==> config.mk <==
export PLATFORM = sky130hd
export DESIGN_NAME = twiddle_cmult
export DESIGN_NICKNAME = d
export VERILOG_FILES = /design/src/rtl/twiddle_cmult.sv
export SDC_FILE = /design/constraint.sdc
export NUM_CORES = 2
export LEC_CHECK = 0
export ABC_AREA = 0
export ABC_CLOCK_PERIOD_IN_PS = 10800
export BUFFER_PORTS_ARGS = -buffer_cell sky130_fd_sc_hd__buf_2
export CORE_UTILIZATION = 45
export CTS_CLUSTER_DIAMETER = 60
export DETAILED_ROUTE_END_ITERATION = 7
export PLACE_DENSITY_LB_ADDON = 0.15
export SLEW_MARGIN = 10
export SYNTH_ARGS = -nofsm -noshare
export SYNTH_HDL_FRONTEND = slang
export SYNTH_SLANG_ARGS = --single-unit
==> constraint.sdc <==
create_clock -name Clk -period 10.8 [get_ports Clk]
set_clock_uncertainty 0.2 [all_clocks]
set_input_delay 1.08 -clock Clk [delete_from_list [all_inputs] [get_ports Clk]]
set_output_delay 1.08 -clock Clk [all_outputs]
set_load 0.02 [all_outputs]
==> src/rtl/twiddle_cmult.sv <==
// Twiddle address generator and complex multiplier for the 256-point DIF FFT.
// Issues one ROM read per sample and returns sample * twiddle after 3 cycles.
module twiddle_cmult #(
   parameter int WIDTH  = 16,
   parameter int ADDR_W = 8
) (
   input  logic                 Clk,
   input  logic                 Rst,
   input  logic                 In_Valid,
   input  logic                 In_Sop,
   input  logic [2*WIDTH-1:0]   In_Data,
   input  logic [2:0]           Stage,
   input  logic                 Inv,
   output logic                 Tw_En,
   output logic [ADDR_W-1:0]    Tw_Addr,
   input  logic [2*WIDTH-1:0]   Tw_Data,
   output logic                 Out_Valid,
   output logic                 Out_Sop,
   output logic [2*WIDTH-1:0]   Out_Data,
   output logic                 Out_Ovf
);

   localparam int PW   = WIDTH + 10;
   localparam int SW   = WIDTH + 11;
   localparam int MAXI = (1 << (WIDTH - 1)) - 1;
   localparam int MINI = -(1 << (WIDTH - 1));
   localparam logic signed [SW-1:0] MAXV = SW'(MAXI);
   localparam logic signed [SW-1:0] MINV = SW'(MINI);
   localparam logic [ADDR_W-1:0] HALF0 = ADDR_W'(1) << (ADDR_W - 1);

   logic                 sop_acc;
   logic [2:0]           stage_eff;
   logic                 inv_eff;
   logic [ADDR_W-1:0]    half;
   logic [ADDR_W-1:0]    j;
   logic [ADDR_W-1:0]    j_inc;

   logic [2:0]           stage_q, stage_d;
   logic                 inv_q, inv_d;
   logic [ADDR_W-1:0]    idx_q, idx_d;

   always_comb begin
      sop_acc   = In_Valid & In_Sop;
      stage_eff = sop_acc ? Stage : stage_q;
      inv_eff   = sop_acc ? Inv : inv_q;
      half      = HALF0 >> stage_eff;
      j         = sop_acc ? '0 : idx_q;
      j_inc     = j + ADDR_W'(1);
      idx_d     = idx_q;
      if (In_Valid) begin
         idx_d = (j_inc == half) ? '0 : j_inc;
      end
      stage_d   = stage_eff;
      inv_d     = inv_eff;
      Tw_En     = In_Valid;
      Tw_Addr   = j << stage_eff;
   end

   logic                 v1_q, sop1_q, inv1_q;
   logic [2*WIDTH-1:0]   d1_q;

   always_ff @(posedge Clk) begin
      if (Rst) begin
         stage_q <= '0;
         inv_q   <= 1'b0;
         idx_q   <= '0;
         v1_q    <= 1'b0;
         sop1_q  <= 1'b0;
         inv1_q  <= 1'b0;
         d1_q    <= '0;
      end else begin
         stage_q <= stage_d;
         inv_q   <= inv_d;
         idx_q   <= idx_d;
         v1_q    <= In_Valid;
         sop1_q  <= sop_acc;
         inv1_q  <= inv_eff;
         if (In_Valid) begin
            d1_q <= In_Data;
         end
      end
   end

   // Magnitudes above 1.0 cannot occur in a valid table; clamp them to 1.0.
   function automatic logic signed [9:0] sm_to_tc(input logic [15:0] h);
      logic [9:0] m;
      m = (h[14:0] > 15'd256) ? 10'd256 : h[9:0];
      return h[15] ? -$signed(m) : $signed(m);
   endfunction

   logic signed [WIDTH-1:0] xr, xi;
   logic signed [9:0]       tw_c, tw_s;
   logic signed [PW-1:0]    xrc_d, xis_d, xic_d, xrs_d;

   always_comb begin
      xr    = $signed(d1_q[2*WIDTH-1:WIDTH]);
      xi    = $signed(d1_q[WIDTH-1:0]);
      tw_c  = sm_to_tc(Tw_Data[2*WIDTH-1:WIDTH]);
      tw_s  = sm_to_tc(Tw_Data[WIDTH-1:0]);
      xrc_d = PW'(xr) * PW'(tw_c);
      xis_d = PW'(xi) * PW'(tw_s);
      xic_d = PW'(xi) * PW'(tw_c);
      xrs_d = PW'(xr) * PW'(tw_s);
   end

   logic                 v2_q, sop2_q, inv2_q;
   logic signed [PW-1:0] xrc_q, xis_q, xic_q, xrs_q;

   always_ff @(posedge Clk) begin
      if (Rst) begin
         v2_q   <= 1'b0;
         sop2_q <= 1'b0;
         inv2_q <= 1'b0;
         xrc_q  <= '0;
         xis_q  <= '0;
         xic_q  <= '0;
         xrs_q  <= '0;
      end else begin
         v2_q   <= v1_q;
         sop2_q <= sop1_q;
         inv2_q <= inv1_q;
         if (v1_q) begin
            xrc_q <= xrc_d;
            xis_q <= xis_d;
            xic_q <= xic_d;
            xrs_q <= xrs_d;
         end
      end
   end

   logic signed [SW-1:0] sum_re, sum_im;
   logic signed [SW-1:0] rnd_re, rnd_im;
   logic [WIDTH-1:0]     o_re, o_im;
   logic                 ovf_re, ovf_im;

   // Forward transform uses the conjugate twiddle (c - js).
   always_comb begin
      if (inv2_q) begin
         sum_re = SW'(xrc_q) - SW'(xis_q);
         sum_im = SW'(xic_q) + SW'(xrs_q);
      end else begin
         sum_re = SW'(xrc_q) + SW'(xis_q);
         sum_im = SW'(xic_q) - SW'(xrs_q);
      end
      rnd_re = (sum_re + SW'(128)) >>> 8;
      rnd_im = (sum_im + SW'(128)) >>> 8;
      ovf_re = 1'b0;
      ovf_im = 1'b0;
      o_re   = rnd_re[WIDTH-1:0];
      o_im   = rnd_im[WIDTH-1:0];
      if (rnd_re > MAXV) begin
         o_re   = MAXV[WIDTH-1:0];
         ovf_re = 1'b1;
      end else if (rnd_re < MINV) begin
         o_re   = MINV[WIDTH-1:0];
         ovf_re = 1'b1;
      end
      if (rnd_im > MAXV) begin
         o_im   = MAXV[WIDTH-1:0];
         ovf_im = 1'b1;
      end else if (rnd_im < MINV) begin
         o_im   = MINV[WIDTH-1:0];
         ovf_im = 1'b1;
      end
   end

   always_ff @(posedge Clk) begin
      if (Rst) begin
         Out_Valid <= 1'b0;
         Out_Sop   <= 1'b0;
         Out_Data  <= '0;
         Out_Ovf   <= 1'b0;
      end else begin
         Out_Valid <= v2_q;
         Out_Sop   <= v2_q & sop2_q;
         if (v2_q) begin
            Out_Data <= {o_re, o_im};
            Out_Ovf  <= ovf_re | ovf_im;
         end
      end
   end

endmodule

==> Flow_metrics.wiki <==
{| class="wikitable"
! Metric !! Value
|-
| Area of the die || 80000 µm²
|-
| Largest vdd supply drop || 0.000131 V
|-
| Critical path buffers and inverters || 5
|-
| Clock network latency to the later pin of the worst-skew pair || 540 ps
|-
| R2R cell count || 22
|-
| Area of the core || 77700 µm²
|-
| IO Port Bufs || 115
|-
| Capture point of the critical path || xic_q[25]
|-
| Post-CTS Hold Buffers || 0
|-
| Gp weighted congestion || 0.852
|-
| Combined area of all synthesized cells || 35500 µm²
|-
| Hold slack || 230 ps
|-
| Number of placement rows || 102
|-
| Setup repair after global routing missed its margin || no
|-
| Prevailing post-synth register cell || dfxtp_1
|-
| Worst Max-Slew Pin Slew || 1130 ps
|-
| Area grow syn2layout || 6.29%
|-
| Netlist cell types || 95
|-
| Most congested layer reported by global routing || met2
|-
| Reported leakage power || 18.6 nW
|-
| Crit path max fanout || 17
|-
| M1 GR Usage || 33.8%
|-
| Slowest stage cell on the critical path || a21oi_2
|-
| Seq/Total Area, Yosys || 10.6%
|-
| Family with the most delay on the worst path || adder cells
|-
| Critical path's most frequent cell || fa_1
|-
| Total number of clock tree sinks || 188
|-
| Run status || finished clean
|-
| Max-slew headroom || 24.8%
|-
| Time the final worst path needs with I/O delays and setup || 9480 ps
|-
| PwrDens || 82.8 nW/µm²
|-
| Worst setup EP type || flop
|-
| Detailed-route via count || 28.0k
|-
| Met3 usage || 4.87%
|-
| Layout cell share with drive strength beyond 1 || 6.99%
|-
| Biggest cell delay along the critical path || 700 ps
|-
| Detailed Routing Iterations Pass 1 || 6
|-
| Peak Freq || 105 MHz
|-
| Cells after Synth || 4229
|-
| Max_cap viols || 0
|-
| CTS resizes || 0
|-
| Maximum number of pins on one net before global-route repair || 77
|-
| FF-to-FF End || xic_q[25]
|-
| Tightest Hold Check Type || reg2reg
|-
| Yosys warning total || 0
|-
| Starting density of the core || 45.7%
|-
| Final-report setup violation count || 0
|-
| Met2 track demand over resource in global routing || 38.3%
|-
| Critical path depth in cells || 31
|-
| Die Y || 283 µm
|-
| Number of buffers created by CTS || 17
|-
| Data required, critical path || 11020 ps
|-
| Remaining number of nets flagged by the antenna check after routing || 0
|-
| Cell Area, Placed || 37100 µm²
|-
| I/O pin cnt || 116
|-
| Worst reg2reg setup slack || 4000 ps
|-
| Post-Syn Area per Cell || 8.39 µm²
|-
| Final-stage net count || 5135
|-
| Final setup TNS || 0 ps
|-
| First-pass GRT wire length || 151000 µm
|-
| Via count normalized by instance count || 5.31
|-
| Routed WL || 94300 µm
|-
| Number of antenna violations at the first check in global routing || 7
|-
| Clock tree from TritonCTS || done
|-
| Worst r2r src || d1_q[3]
|-
| Half-perimeter wire length of the detailed placement result || 74800 µm
|-
| Final routed wire length divided by cell count || 17.9 µm
|-
| Layout fillers || 7615
|-
| Number of buffers inserted by post-CTS setup repair || 0
|-
| Arrival time of data at the critical path endpoint || 9700 ps
|-
| Overall routing resource usage || 24.3%
|-
| Worst Path Class, Setup || in2reg
|-
| Number of storage elements in the synthesis netlist || 188
|-
| Gr ovfl total || 0
|-
| CTS HTree Levels || 4
|-
| Synthesized net count || 5158
|-
| Max Slew Vio Count || 0
|-
| Die W || 283 µm
|-
| Async set-reset flop share out of synthesis || 0%
|-
| Post-synth EDFFs || 0
|-
| Share of the clock period used by the worst path after layout || 87.8%
|-
| Cell at the root of the clock tree || clkbuf_16
|-
| Worst Hold Depth || 1
|-
| Hold violation total from the final report || 0
|-
| Post-route design area || 37700 µm²
|-
| Residual DRC || 0
|-
| Clock transition at the register clock pins on the worst setup and hold paths after CTS || 80 ps
|-
| Category of the worst setup path launch point || primary input
|-
| Critical Path Source || Tw_Data[18]
|-
| Buffer depth of the longest clock path || 2
|-
| Number of design-rule violations left by the first detailed-router iteration || 1686
|-
| Via count of the first global-routing pass || 27.8k
|}
==> cells in the mapped netlist, types with 13 or more instances <==
cell      count  area [µm²]
nor3_1       60         300
nand4_1      15        93.8
and3_1      118         738
nor4_1       16         100
nand2b_1     25         156
xor2_1       67         587
dfxtp_1     188        3760
o21bai_1     17         128
ha_1        301        3770
buf_1        17        63.8
and2_1      161        1010
nand3_1      45         225
a211oi_1     38         285
inv_1       748        2810
nor2b_1      27         169
a211oi_2     15         188
o211ai_1     14         105
clkbuf_1    183         687
a21o_1       41         308
a31oi_1      21         131
o21ai_0      71         355
or3_1        16         100
or2_2        21         131
nor2_1      339        1270
o21a_1       13        97.6
a21oi_1     164         821
nand2_1     473        1780
mux2i_1     122        1220
fa_1        556       11100
xnor2_1     164        1440
==> state kept, by name, indices dropped and copies added (netlist names) <==
| signal | flops |
|---|---|
| v2_q | 1 |
| stage_q | 3 |
| Out_Valid | 1 |
| d1_q | 32 |
| xic_q | 26 |
| xis_q | 26 |
| inv1_q | 1 |
| sop1_q | 1 |
| Out_Ovf | 1 |
| xrs_q | 26 |
| xrc_q | 26 |
| inv2_q | 1 |
| Out_Sop | 1 |
| sop2_q | 1 |
| v1_q | 1 |
| idx_q | 8 |
| Out_Data | 32 |
==> how the worst min path moves through the flow <==
stage            from       to  slack [ps]
6_report       sop2_q  Out_Sop         230
5_1_grt        sop2_q  Out_Sop         240
4_1_cts        sop2_q  Out_Sop         240
3_5_place_dp   sop2_q  Out_Sop         220
3_3_place_gp   sop2_q  Out_Sop         210
2_1_floorplan  sop2_q  Out_Sop         210
==> logic make-up (layout without fill, tap and decap cells) <==
family                   count (synthesis)  after routing  share of synthesized area, %
AND/OR/NAND/NOR                       1365           1365                          18.4
buffers and inverters                  962            952                          10.3
adder cells (fa/ha/maj)                857            857                          42.0
AO/OA/AOI/OAI                          501            501                          9.53
XOR/XNOR                               231            231                          5.70
flip-flops                             188            188                          10.6
multiplexers                           125            125                          3.54
other                                    0              6                             0
==> placed cells by master (no fill, tap or decap), types with 13 or more instances in the layout <==
| cell | n |
|---|---|
| nand4_1 | 15 |
| or2_2 | 21 |
| inv_1 | 748 |
| nor2b_1 | 27 |
| ha_1 | 301 |
| clkbuf_16 | 17 |
| buf_2 | 114 |
| or3_1 | 16 |
| nand3_1 | 45 |
| buf_4 | 56 |
| mux2i_1 | 120 |
| and3_1 | 118 |
| nor2_1 | 336 |
| a31oi_1 | 21 |
| o211ai_1 | 14 |
| o21bai_1 | 17 |
| a21o_1 | 41 |
| xnor2_1 | 161 |
| dfxtp_1 | 185 |
| nand2_1 | 473 |
| nor3_1 | 60 |
| o21a_1 | 13 |
| and2_1 | 161 |
| xor2_1 | 67 |
| a21oi_1 | 160 |
| nand2b_1 | 25 |
| fa_1 | 556 |
| nor4_1 | 16 |
| o21ai_0 | 71 |
| a211oi_2 | 15 |
| a211oi_1 | 38 |
==> per-layer routing <==
layer	wire length, µm	vias to the layer above
met4	1790	6
li1	-	13342
met2	41700	640
met5	36	-
met1	44600	13896
met3	6180	93
==> layout make-up <==
| cell class | count | area (µm²) | share of cell area (%) |
|---|---|---|---|
| Inverter | 749 | 2810 | 7.45 |
| Antenna cell | 6 | 15.0 | 0.0398 |
| Tap cell | 1040 | 1300 | 3.45 |
| Clock inverter | 15 | 223 | 0.590 |
| Multi-Input combinational cell | 3079 | 28200 | 74.7 |
| Clock buffer | 17 | 425 | 1.13 |
| Timing Repair Buffer | 171 | 1000 | 2.66 |
| Sequential cell | 188 | 3770 | 9.99 |
==> through the flow <==
stage               power, W  util, %  worst slack [ps]  std cells
finish               0.00313     48.5              1320       5265
global route         0.00338     48.5               794       5260
CTS                  0.00316     48.5              1470       5259
detailed placement   0.00240     47.7               916       5227
global placement     0.00239     47.7              1080       5227
floorplan            0.00202        -              1660       4229
==> worst reg2reg max path: stages, from the launching register on <==
cell,delay [ps]
dfxtp_1,1030
nand2_1,200
fa_1,580
inv_1,50
fa_1,450
ha_1,290
inv_1,50
fa_1,530
inv_1,60
fa_1,480
ha_1,330
inv_1,80
o21bai_1,110
a21oi_1,250
o21a_1,160
o21ai_0,120
o41a_1,400
a41oi_1,350
a21oi_1,170
a211oi_1,260
nor3_1,120
or3_1,350
o311ai_0,90
==> power by group <==
| group | switching (W) | total (W) | internal (W) | leakage (nW) |
|---|---|---|---|---|
| logic | 0.000958 | 0.00159 | 0.000630 | 16.8 |
| clock network | 0.000376 | 0.000736 | 0.000360 | 0.311 |
| registers | 0.0000666 | 0.000801 | 0.000735 | 1.54 |
| total | 0.00140 | 0.00313 | 0.00172 | 18.6 |
Note: power is estimated with default switching activity, not from simulation.
